**src/rtl/vid_timing_gen_pkg.sv**
```systemverilog
// Shared video-timing definitions: default parameter width and the region
// indices used by the per-axis decoders.
package vid_timing_gen_pkg;

  localparam int PARAM_WIDTH_DEF = 16;

  typedef enum logic [1:0] {
    REGION_SYNC = 2'd0,
    REGION_BP   = 2'd1,
    REGION_ACT  = 2'd2,
    REGION_FP   = 2'd3
  } region_e;

endpackage

```
**src/rtl/vid_timing_gen_axis_counter.sv**
```systemverilog
// One timing axis: position counter, frame-start shadow of the axis lengths,
// and sync/back-porch/active/front-porch region decode.
module vid_axis_counter
  import vid_timing_gen_pkg::*;
#(
  parameter int PARAM_WIDTH = PARAM_WIDTH_DEF
) (
  input  logic                   I_CLK,
  input  logic                   I_RSTN,
  input  logic                   clear_i,
  input  logic                   step_i,
  input  logic                   load_i,
  input  logic                   bypass_i,
  input  logic [PARAM_WIDTH-1:0] sw_cap_i,
  input  logic [PARAM_WIDTH-1:0] bp_cap_i,
  input  logic [PARAM_WIDTH-1:0] act_cap_i,
  input  logic [PARAM_WIDTH-1:0] fp_cap_i,
  input  logic [PARAM_WIDTH-1:0] total_i,
  output logic [PARAM_WIDTH-1:0] cnt_o,
  output logic [PARAM_WIDTH-1:0] pos_o,
  output logic                   last_o,
  output logic                   sync_o,
  output logic                   act_o
);

  localparam int W = PARAM_WIDTH;

  typedef struct packed {
    logic [W-1:0] sw;
    logic [W-1:0] bp;
    logic [W-1:0] act;
    logic [W-1:0] fp;
    logic [W-1:0] total;
  } axis_cfg_t;

  axis_cfg_t    cap_c;
  axis_cfg_t    cfg_c;
  axis_cfg_t    sh_q;
  axis_cfg_t    sh_d;
  logic [W-1:0] cnt_q;
  logic [W-1:0] cnt_d;
  logic [W:0]   cnt_ext_c;
  logic [W:0]   sum_sb_c;
  logic [W:0]   sum_sba_c;
  region_e      region_c;
  logic         fp_unused;

  assign cap_c = '{sw: sw_cap_i, bp: bp_cap_i, act: act_cap_i, fp: fp_cap_i, total: total_i};

  // On the enable-rise cycle the counters already sit at 0, so the decode must
  // see the values being loaded rather than the stale shadow.
  assign cfg_c  = bypass_i ? cap_c : sh_q;
  assign sh_d   = load_i ? cap_c : sh_q;
  assign last_o = (cnt_q >= cfg_c.total);

  // NOTE: every signal driven in always_comb gets a default first, so no latch is inferred.
  always_comb begin
    cnt_d = cnt_q;
    if (clear_i) begin
      cnt_d = '0;
    end else if (step_i) begin
      cnt_d = last_o ? '0 : cnt_q + 1'b1;
    end
  end

  // Sums carry one extra bit so large lengths never wrap the comparisons.
  assign cnt_ext_c = {1'b0, cnt_q};
  assign sum_sb_c  = {1'b0, cfg_c.sw} + {1'b0, cfg_c.bp};
  assign sum_sba_c = sum_sb_c + {1'b0, cfg_c.act};

  always_comb begin
    region_c = REGION_FP;
    if (cnt_ext_c < {1'b0, cfg_c.sw}) begin
      region_c = REGION_SYNC;
    end else if (cnt_ext_c < sum_sb_c) begin
      region_c = REGION_BP;
    end else if (cnt_ext_c < sum_sba_c) begin
      region_c = REGION_ACT;
    end
  end

  assign cnt_o  = cnt_q;
  assign pos_o  = cnt_q - sum_sb_c[W-1:0];
  assign sync_o = (region_c == REGION_SYNC);
  assign act_o  = (region_c == REGION_ACT);

  // The front-porch length only acts through the total; it is held for visibility.
  assign fp_unused = ^sh_q.fp;

  // NOTE: sequential state uses non-blocking assignments so every flop samples pre-edge values.
  always_ff @(posedge I_CLK or negedge I_RSTN) begin
    if (!I_RSTN) begin
      cnt_q <= '0;
      sh_q  <= '0;
    end else begin
      cnt_q <= cnt_d;
      sh_q  <= sh_d;
    end
  end

endmodule

```
**src/rtl/vid_timing_gen.sv**
```systemverilog
// Video timing generator: horizontal/vertical axis counters with frame-start
// parameter shadowing and registered sync, data-enable, position and pulses.
module vid_timing_gen
  import vid_timing_gen_pkg::*;
#(
  parameter int PARAM_WIDTH = PARAM_WIDTH_DEF
) (
  input  logic                   I_CLK,
  input  logic                   I_RSTN,
  input  logic                   i_en,
  input  logic [PARAM_WIDTH-1:0] i_hsw_cap,
  input  logic [PARAM_WIDTH-1:0] i_hbp_cap,
  input  logic [PARAM_WIDTH-1:0] i_hact_cap,
  input  logic [PARAM_WIDTH-1:0] i_hfp_cap,
  input  logic [PARAM_WIDTH-1:0] i_vsw_cap,
  input  logic [PARAM_WIDTH-1:0] i_vbp_cap,
  input  logic [PARAM_WIDTH-1:0] i_vact_cap,
  input  logic [PARAM_WIDTH-1:0] i_vfp_cap,
  input  logic [PARAM_WIDTH-1:0] i_htotal,
  input  logic [PARAM_WIDTH-1:0] i_vtotal,
  output logic                   o_hsync,
  output logic                   o_vsync,
  output logic                   o_de,
  output logic [PARAM_WIDTH-1:0] o_hpos,
  output logic [PARAM_WIDTH-1:0] o_vpos,
  output logic                   o_line_start,
  output logic                   o_frame_start
);

  localparam int W = PARAM_WIDTH;

  typedef struct packed {
    logic         hsync;
    logic         vsync;
    logic         de;
    logic         line_start;
    logic         frame_start;
    logic [W-1:0] hpos;
    logic [W-1:0] vpos;
  } vid_out_t;

  logic         en_q;
  logic         rise_c;
  logic         wrap_c;
  logic         load_c;
  logic [W-1:0] h_cnt;
  logic [W-1:0] v_cnt;
  logic [W-1:0] h_pos;
  logic [W-1:0] v_pos;
  logic         h_last;
  logic         v_last;
  logic         h_sync;
  logic         v_sync;
  logic         h_act;
  logic         v_act;
  vid_out_t     out_d;
  vid_out_t     out_q;

  // A frame starts either when both counters wrap or when enable rises.
  assign rise_c = i_en & ~en_q;
  assign wrap_c = i_en & h_last & v_last;
  assign load_c = rise_c | wrap_c;

  vid_axis_counter #(.PARAM_WIDTH(W)) u_h_axis (
    .I_CLK     (I_CLK),
    .I_RSTN    (I_RSTN),
    .clear_i   (~i_en),
    .step_i    (i_en),
    .load_i    (load_c),
    .bypass_i  (rise_c),
    .sw_cap_i  (i_hsw_cap),
    .bp_cap_i  (i_hbp_cap),
    .act_cap_i (i_hact_cap),
    .fp_cap_i  (i_hfp_cap),
    .total_i   (i_htotal),
    .cnt_o     (h_cnt),
    .pos_o     (h_pos),
    .last_o    (h_last),
    .sync_o    (h_sync),
    .act_o     (h_act)
  );

  vid_axis_counter #(.PARAM_WIDTH(W)) u_v_axis (
    .I_CLK     (I_CLK),
    .I_RSTN    (I_RSTN),
    .clear_i   (~i_en),
    .step_i    (i_en & h_last),
    .load_i    (load_c),
    .bypass_i  (rise_c),
    .sw_cap_i  (i_vsw_cap),
    .bp_cap_i  (i_vbp_cap),
    .act_cap_i (i_vact_cap),
    .fp_cap_i  (i_vfp_cap),
    .total_i   (i_vtotal),
    .cnt_o     (v_cnt),
    .pos_o     (v_pos),
    .last_o    (v_last),
    .sync_o    (v_sync),
    .act_o     (v_act)
  );

  always_comb begin
    out_d = '0;
    if (i_en) begin
      out_d.hsync       = h_sync;
      out_d.vsync       = v_sync;
      out_d.de          = h_act & v_act;
      out_d.line_start  = (h_cnt == '0);
      out_d.frame_start = (h_cnt == '0) && (v_cnt == '0);
      if (out_d.de) begin
        out_d.hpos = h_pos;
        out_d.vpos = v_pos;
      end
    end
  end

  always_ff @(posedge I_CLK or negedge I_RSTN) begin
    if (!I_RSTN) begin
      en_q  <= 1'b0;
      out_q <= '0;
    end else begin
      en_q  <= i_en;
      out_q <= out_d;
    end
  end

  assign o_hsync       = out_q.hsync;
  assign o_vsync       = out_q.vsync;
  assign o_de          = out_q.de;
  assign o_hpos        = out_q.hpos;
  assign o_vpos        = out_q.vpos;
  assign o_line_start  = out_q.line_start;
  assign o_frame_start = out_q.frame_start;

endmodule

```
**config.mk**
```make
export PLATFORM = sky130hd
export DESIGN_NAME = vid_timing_gen
export DESIGN_NICKNAME = d
export VERILOG_FILES = /design/src/rtl/vid_timing_gen_pkg.sv /design/src/rtl/vid_timing_gen_axis_counter.sv /design/src/rtl/vid_timing_gen.sv
export SDC_FILE = /design/constraint.sdc
export NUM_CORES = 1
export LEC_CHECK = 0
export CORE_MARGIN = 2
export CORE_UTILIZATION = 45
export DETAILED_ROUTE_END_ITERATION = 10
export PLACE_DENSITY = 0.67
export SETUP_SLACK_MARGIN = 0.02
export SKIP_LAST_GASP = 1
export SYNTH_ARGS = -nofsm -noshare
export SYNTH_HDL_FRONTEND = slang
export SYNTH_SLANG_ARGS = --single-unit
```
**constraint.sdc**
```tcl
create_clock -name I_CLK -period 15.3 [get_ports I_CLK]
set_clock_uncertainty 0.1 [all_clocks]
set_input_delay 3.06 -clock I_CLK [delete_from_list [all_inputs] [get_ports I_CLK]]
set_output_delay 3.06 -clock I_CLK [all_outputs]
set_load 0.005 [all_outputs]
```
==> results.toml <==
[run_status]
status = "finished clean"

[logic_synthesis]
netlist_area_um2 = 15200
yosys_register_bits = 198
synth_top_family_by_area = "multiplexers"
yosys_warnings = 0
synth.distinct_cells = 80
synth-simple-area-share_pct = 11.1
syn_nets = 1829
ys.flop_type = "dfrtp_1"
synth_cells = 1482
synth.area.mux_share_pct = 18.9
synthAdderAreaFrac_pct = 16.1
ys_seq_area_share_pct = 32.6
synth_edf_count = 0
synth_compound_area_share_pct = 12.0
avgSynthCellArea_um2 = 10.3
synth_xor_xnor_area_share_pct = 5.87
ys_async_sr_fraction_pct = 100

[pwr]
power.density_nw_per_um2 = 123
p_comb_share_pct = 52.1
ir_drop_v = 0.000100
seqPwrFrac_pct = 27.1
power.net_switching_uw = 865
internal-power_uw = 1340
swShare_pct = 39.1
leakage_uw = 0.00818
clkPwrFrac_pct = 20.8

[floorplanning]
core_area_um2 = 33400
initial_core_util_pct = 45.5
die_x_um = 188
boundaryPins = 200
die_area_um2 = 35300
core.rowCount = 67
die_h_um = 188

[grt]
grt_pass1_vias = 11527
grt_start_max_net_pins = 97
use_met2_pct = 38.5
grt_use_met1_pct = 26.3
grt_usage_pct = 21.4
top_usage_layer = "met2"
grtUsageMet3_pct = 3.41
grt_first_pass_wirelength_um = 60100
antenna_found_initial = 2
grt-ovfl-total = 0

[clocking]
clock-sinks = 198
clk_path_buf_depth = 2
post_cts_buffers = 0
cts_buffers = 17
cts-resized-gates = 0
cts_max_level = 4
cts_tree = "done"
cts-root-buf = "clkbuf_16"
clk_pin_slew_ps = 70
cts.hold.buffers_added = 0
clock_latency_ps = 450

[timing]
hold_viol = 0
period_minus_slack_ps = 10770
slew_headroom_pct = 24.4
fmax_mhz = 92.9
setup_tns_ps = 0
period_share_pct = 70.4
rsz0062_at_grt = "no"
slew_viol_final = 0
worst_pin_slew_ps = 1120
setup_viol = 0

[route]
route.detailed.drc = 0
totalWireLength_um = 36700
vias = 11489
first_iter_violations = 542
wire_per_inst_um = 17.6
viasPerCell = 5.50
firstDrtPassIters = 5
postRouteAntennaNets = 0

[setup_path]
cp-end-kind = "flop"
reg2reg_depth = 27
path_max_fanout = 96
worst_path_most_repeated_cell = "a21oi_1"
timing.rr.end = "o_vpos[2]"
arrival_ps = 10980
crit_path_start_kind = "primary input"
cp_slowest_stage_delay_ps = 670
cp_slowest_cell = "clkdlybuf4s50_1"
crit_type = "primary input to flop"
r2r_start = "en_q"
required_ps = 15520
reg2reg_setup_slack_ps = 7460

[cells_and_area]
mostFrequentLayoutCell = "mux2_2"
drive_above_1_share_pct = 17.8
layout_common_cells = "219 x mux2_2, 198 x dfrtp_1, 178 x ha_1"
synthToLayoutAreaGrowth_pct = 17.7
fin_nets = 1975
instances_no_fill = 2090

[placement]
place_hpwl_um = 28000
place_inst = 2057
numPortBuffers = 167
gp_congestion = 0.853

[min_path]
hp-class = "flop to flop"
hold_path_depth = 1
min_to = "u_v_axis.sh_q[38]"
worstHoldStart = "u_v_axis.sh_q[38]"

[run]
cap_violations = 0
## sequential cells by signal, indices dropped and copies added, names as in the netlist, 16 cells and up
name,flops
u_h_axis.cnt_o,16
u_h_axis.sh_q,64
o_vpos,16
u_v_axis.sh_q,64
o_hpos,16
u_v_axis.cnt_o,16
## power by group through the flow
stage          clock network, uW  logic [uW]  registers (uW)
2_1_floorplan                  0         900             603
3_3_place_gp                   0        1110             606
3_5_place_dp                   0        1140             610
4_1_cts                      472        1150             600
5_1_grt                      491        1300             607
6_report                     459        1150             600
## worst max-delay path by stage
stage          from        end  cells past startpoint
3_5_place_dp   i_en  o_vpos[2]                     28
6_report       i_en  o_vpos[2]                     28
5_1_grt        i_en  o_vpos[2]                     28
4_1_cts        i_en  o_vpos[2]                     28
3_3_place_gp   i_en  o_vpos[2]                     28
2_1_floorplan  i_en  o_hpos[4]                     29
## per-layer routing
metal / vias to the layer above / wire length, um
met3: 44 / 1300
met4: 2 / 858
met2: 221 / 18400
met5: - / 13
met1: 5575 / 16100
li1: 5647 / -
## layout make-up
class	instances	area, um2
antenna	1	2.50
clock buffer	18	439
clock inverter	14	139
fill	2981	15500
inverter	86	323
multi-input combinational	1151	9750
sequential	198	4950
tap	448	561
timing repair buffer	174	1740
## through the flow
stage	area, um2	worst slack, ps	hold WS [ps]	utilization (%)	power, uW
detailed placement	17300	4160	392	51.8	1750
finish	17900	4530	407	53.5	2210
CTS	17900	4610	409	53.5	2220
global placement	17300	4230	385	51.8	1720
global route	17900	4160	419	53.5	2400
floorplan	15200	5520	377	-	1500
## logic make-up (layout without fill, tap and decap cells)
kind of cell,Yosys count,count (layout)
compound gates,267,267
flops,198,198
xor+xnor,98,98
buf+inv,133,292
mux,260,260
other cells,0,1
simple gates,332,332
fa+ha+maj,194,194
## cells in the mapped netlist, types with 6 or more instances
cell	count	area (um2)
mux2_2	219	2470
dfrtp_1	198	4950
ha_1	178	2230
nor2_1	111	417
inv_1	84	315
a21oi_1	81	405
xnor2_1	54	473
nand2_1	47	176
o21ai_0	43	215
mux2i_1	41	410
xor2_1	41	359
a21o_1	36	270
clkbuf_1	34	128
nor2b_1	27	169
and3_1	25	156
nand3_1	25	125
nor3_1	24	120
nand2b_1	22	138
o21a_1	11	82.6
maj3_1	9	90.1
nor4_1	9	56.3
buf_1	7	26.3
o211ai_1	7	52.6
or3b_2	7	61.3
a21boi_0	6	45.0
and2_1	6	37.5
fa_1	6	120
o21bai_1	6	45.0
## worst max-delay path, delay by kind of cell
family	cells	cell delay, ps
AOI/OAI and AO/OA	16	4190
xor gates and xnor gates	1	90
adders and majority gates	4	1130
buffers and inverters	4	1250
muxes	1	420
and+or+nand+nor	2	700
Note: power is estimated with default switching activity, not from simulation.
